$ cat config.mk
export PLATFORM = sky130hd
export DESIGN_NAME = tow_match_controller
export DESIGN_NICKNAME = d
export VERILOG_FILES = /design/src/rtl/tow_match_controller.sv
export SDC_FILE = /design/constraint.sdc
export NUM_CORES = 1
export LEC_CHECK = 0
export BUFFER_PORTS_ARGS = -buffer_cell sky130_fd_sc_hd__buf_2
export CORE_MARGIN = 2
export CORE_UTILIZATION = 60
export DETAILED_ROUTE_END_ITERATION = 12
export GPL_TIMING_DRIVEN = 0
export PLACE_DENSITY = 0.8
export SETUP_SLACK_MARGIN = 0.3
export SLEW_MARGIN = 20
export SYNTH_ARGS = -nofsm -noshare
export SYNTH_HDL_FRONTEND = slang
export SYNTH_SLANG_ARGS = --single-unit
$ cat constraint.sdc
create_clock -name clk -period 2.6 [get_ports clk]
set_input_delay 0.39 -clock clk [delete_from_list [all_inputs] [get_ports clk]]
set_output_delay 0.39 -clock clk [all_outputs]
set_load 0.05 [all_outputs]
$ cat src/rtl/tow_match_controller.sv
// Best-of-N tug-of-war match sequencer: gates presses, clears field, scores rounds.
// Ports: clk, reset(async low), start, l/r_press, l/r_round_won -> l/r_play,
//   field_clear, l/r_score[3:0], match_over, match_winner. Option: TOW_FALSE_START_EN.
module tow_match_controller #(
  parameter int WIN_ROUNDS   = 3,
  parameter int PAUSE_CYCLES = 50000000
) (
  input  logic       clk,
  input  logic       reset,
  input  logic       start,
  input  logic       l_press,
  input  logic       r_press,
  input  logic       l_round_won,
  input  logic       r_round_won,
  output logic       l_play,
  output logic       r_play,
  output logic       field_clear,
  output logic [3:0] l_score,
  output logic [3:0] r_score,
  output logic       match_over,
  output logic       match_winner
);

  localparam int CW = $clog2(PAUSE_CYCLES + 1);
  localparam logic [CW-1:0] RELOAD = CW'(PAUSE_CYCLES - 1);
  localparam logic [3:0] WIN = 4'(WIN_ROUNDS);

  typedef enum logic [2:0] {
    IDLE, CLEAR, PLAY, PAUSE, DONE
  } state_t;

  state_t        state_q, state_d;
  logic [3:0]    l_q, l_d, r_q, r_d;
  logic          win_q, win_d;
  logic [CW-1:0] cnt_q, cnt_d;
  logic [3:0]    l_inc, r_inc;
  logic          fs_l, fs_r;

  assign l_inc = l_q + 4'd1;
  assign r_inc = r_q + 4'd1;

  // fs_l: left is awarded a round because right jumped the gun (and vice versa)
`ifdef TOW_FALSE_START_EN
  assign fs_l = r_press & ~l_press;
  assign fs_r = l_press & ~r_press;
`else
  assign fs_l = 1'b0;
  assign fs_r = 1'b0;
`endif

  always_ff @(posedge clk or negedge reset) begin
    if (!reset) begin
      state_q <= IDLE;
      l_q     <= '0;
      r_q     <= '0;
      win_q   <= 1'b0;
      cnt_q   <= '0;
    end else begin
      state_q <= state_d;
      l_q     <= l_d;
      r_q     <= r_d;
      win_q   <= win_d;
      cnt_q   <= cnt_d;
    end
  end

  always_comb begin
    state_d = state_q;
    l_d     = l_q;
    r_d     = r_q;
    win_d   = win_q;
    cnt_d   = cnt_q;
    unique case (state_q)
      IDLE: if (start) state_d = CLEAR;
      CLEAR: state_d = PLAY;
      PLAY: begin
        if (l_round_won && !r_round_won) begin
          l_d = l_inc;
          if (l_inc == WIN) begin
            state_d = DONE;
            win_d   = 1'b0;
          end else begin
            state_d = PAUSE;
            cnt_d   = RELOAD;
          end
        end else if (r_round_won && !l_round_won) begin
          r_d = r_inc;
          if (r_inc == WIN) begin
            state_d = DONE;
            win_d   = 1'b1;
          end else begin
            state_d = PAUSE;
            cnt_d   = RELOAD;
          end
        end else if (l_round_won && r_round_won) begin
          state_d = PAUSE;
          cnt_d   = RELOAD;
        end
      end
      PAUSE: begin
        if (fs_l) begin
          l_d = l_inc;
          if (l_inc == WIN) begin
            state_d = DONE;
            win_d   = 1'b0;
          end else begin
            cnt_d = RELOAD;
          end
        end else if (fs_r) begin
          r_d = r_inc;
          if (r_inc == WIN) begin
            state_d = DONE;
            win_d   = 1'b1;
          end else begin
            cnt_d = RELOAD;
          end
        end else if (cnt_q == '0) begin
          state_d = CLEAR;
        end else begin
          cnt_d = cnt_q - 1'b1;
        end
      end
      DONE: begin
        if (start) begin
          l_d     = '0;
          r_d     = '0;
          state_d = CLEAR;
        end
      end
      default: state_d = IDLE;
    endcase
  end

  assign l_play       = l_press & (state_q == PLAY);
  assign r_play       = r_press & (state_q == PLAY);
  assign field_clear  = (state_q == CLEAR);
  assign match_over   = (state_q == DONE);
  assign match_winner = match_over & win_q;
  assign l_score      = l_q;
  assign r_score      = r_q;

endmodule
==> run metrics <==
post-synthesis share of cell area spent on and, or, nand and nor gates 0.236; Crit Reg-Reg Startpoint cnt_q[19]; maximum achievable frequency 439 MHz; maximum net fanout on the critical path 8; Die Y 67.6 µm; wire length of the first global-routing pass 8830 µm; register-to-register setup slack 0.32 ns; total standard cell area after synthesis 2430 µm²; DRC violation count after routing 0; fraction of registers with async set/reset 1.00; Final nets 315; share of synthesized area spent on multiplexers 0; type of element capturing the critical path flop; Crit path max-delay family simple AND/OR/NAND/NOR gates; clock insertion delay at the later pin of the skew report approximately 0.3 ns; Longest Clk Path Bufs 2; layout cell share with drive strength beyond 1 0.233; power density over the cells 741 nW/µm²; EDFF count, synth 0; Syn Area/Cell 9.26 µm²; Worst Setup Path Type flop to flop; number of violations of the max-capacitance limit 0; slew margin rel. 0.412; number of slew-limit violations in the final report 0; starting density of the core 0.616; TritonCTS clock tree built; number of storage elements in the synthesis netlist 38; required time of the critical path 2.74 ns; Yosys cell types 60; First-pass DRT Iterations 4; number of antenna violations at the first check in global routing 0; Clock Sink Count 38; combined global-route utilization of all metal layers 0.256; placement row count 23; area share of xor/xnor cells in the synthesized design 0.00361; most frequent cells in the layout 35 x dfrtp_1, 29 x nand2_1, 20 x buf_2, 20 x o21ai_0, 18 x nor2_1; DRC marker count from the first detailed-route iteration 227; area fraction in compound gates after synthesis 0.280; cell at the root of the clock tree clkbuf_8; area added between synthesis and finish 19.8%; Total Negative Setup Slacks 0 ns; maximum number of pins on one net before global-route repair 39; endpoint arrival time on the critical path ~2.4 ns; classification of the worst-slack hold path input port to asynchronous set/reset pin; LEAKAGE 1.24 nW; routed length per placed instance 17.1 µm; HPWL after DPL 3760 µm; Clock transition at path regs 0.08 ns; GR Overflow Total 0; Min Clock Period, post-route 2.28 ns; Worst Max-Slew Pin Slew 0.882 ns; number of cells on the critical path 7; overall via count from detail_route 2,241; sequential fraction of the synthesis area 0.392; number of buffer cells added on primary ports 19; final setup vio count 0; depth of the worst register-to-register path 7; cell type of the slowest stage on the worst timing path or4_4; unrepaired setup endpoints after global routing yes; reg-to-reg endpoint cnt_q[1]; adder and majority gate portion of the synthesized area 0.0464; maximum level of the CTS H-tree 2; Final GP Congestion around 0.88; beginning of the critical path cnt_q[19]; sum of buffers and inverters on the critical path 2; Post-Synthesis Cells approximately 260; clock tree skew after final layout roughly 0.011 ns; total number of yosys warnings 0; floorplan core area 3940 µm²; Worst Setup Start Kind flop; number of diodes added for antenna fixing 0; final hold viol count 0; antenna-violating nets left 0; final period utilization 0.876; die outline width 67.6 µm; number of global-route vias before repair around 1,900; Die ar. 4570 µm²; number of placed I/O pins 20; outcome finished, final reports clean; clock buffer count from CTS 5; maximum cell stage delay along the critical path 0.61 ns; Critical path destination cnt_q[1]; post-detailed-routing wire length 6000 µm; combinational family with the most area after synthesis compound AO/OA/AOI/OAI gates; drt via density 6.40; post-synth net total 278; worst-path cell chain or4_4, nor4_4, a41o_1, or2_1, buf_6, clkbuf_16, a22oi_1; worst IR drop on VDD 0.533 mV; overall power consumption 2.16 mW; most frequent standard cell in the layout excluding fill and tap cells dfrtp_1; most used flip-flop cell after synthesis dfrtp_1
## per-layer routing
| layer | wire length (µm) | up-vias | GRT usage |
|---|---|---|---|
| li1 | - | 1059 | - |
| met1 | 2730 | 1116 | 0.345 |
| met2 | 2900 | 59 | 0.404 |
| met3 | 303 | 7 | 0.0583 |
| met4 | 71 | 0 | 0.0867 |
| met5 | 0 | - | 0 |
## kinds of logic after synthesis
kind of cell / Yosys count
compound gates: 89
xor+xnor: 1
fa+ha+maj: 9
buf+inv: 20
flops: 38
simple gates: 105
## final cells by class
type	instances	area, µm²
Buffer	10	71.3
Clock buffer	5	68.8
Clock inverter	3	40.0
Fill cell	289	1030
Inverter	10	40.0
Multi-Input combinational cell	204	1470
Sequential cell	38	957
Tap cell	50	62.6
Timing Repair Buffer	30	195
## state kept, by name (all words and copies together) (netlist names)
| name | flops |
|---|---|
| state_q | 3 |
| win_q | 1 |
| r_score | 4 |
| cnt_q | 26 |
| l_score | 4 |
## cells in the mapped netlist, types with 2 or more instances
master,number,area [µm²]
o31ai_4,4,85.1
nor3_1,9,45.0
dfrtp_1,38,951
o21ai_0,20,100
o21a_1,4,30.0
nor4_1,4,25.0
a21oi_1,12,60.1
inv_1,10,37.5
o31ai_1,9,67.6
and3_1,4,25.0
nor3b_1,4,30.0
or3_1,2,12.5
buf_2,2,10.0
o31a_1,2,17.5
clkbuf_1,4,15.0
and4_1,2,17.5
nand3_1,10,50.1
nor2b_1,3,18.8
a31oi_1,2,12.5
nand2_1,29,109
nor2_1,18,67.6
ha_1,9,113
a211o_1,2,17.5
a22o_1,3,26.3
a21o_1,7,52.6
nand4_1,2,12.5
o41ai_1,4,35.0
nor4_2,3,37.5
a21boi_0,3,22.5
and2_1,7,43.8
## power breakdown
part           leakage, nW  switching, mW  internal (mW)
clock               0.0579          0.224          0.283
sequential           0.435          0.230          0.725
combinational        0.750          0.391          0.305
## worst min path at each step
stage	startpoint	endpoint	slack, ns	depth (start not counted)
2_1_floorplan	reset	cnt_q[0]	0.09	0
3_3_place_gp	cnt_q[14]	cnt_q[14]	0.49	1
3_5_place_dp	cnt_q[14]	cnt_q[14]	0.49	1
4_1_cts	reset	cnt_q[21]	0.23	1
5_1_grt	reset	cnt_q[17]	0.27	1
6_report	reset	cnt_q[17]	0.20	1
## timing repair
item / 4_1_cts / 5_1_grt
buffers inserted: 3 / 7
resized for setup: 3 / 14
cloned: 0 / 1
setup endpoints to repair: 24 / 23
hold buffers: 0 / 0
pin swaps: 0 / 2
## through the flow
step	utilization	cells	hold WS, ns	setup WS, ns	cell area (µm²)
finish	0.738	350	0.196	0.322	2910
global route	0.738	350	0.267	0.233	2910
CTS	0.699	342	0.226	0.292	2750
detailed placement	0.662	331	0.495	0.0793	2610
global placement	0.662	331	0.490	0.0886	2610
floorplan	-	262	0.0944	0.309	2450
(Power assumes the default switching activity.)
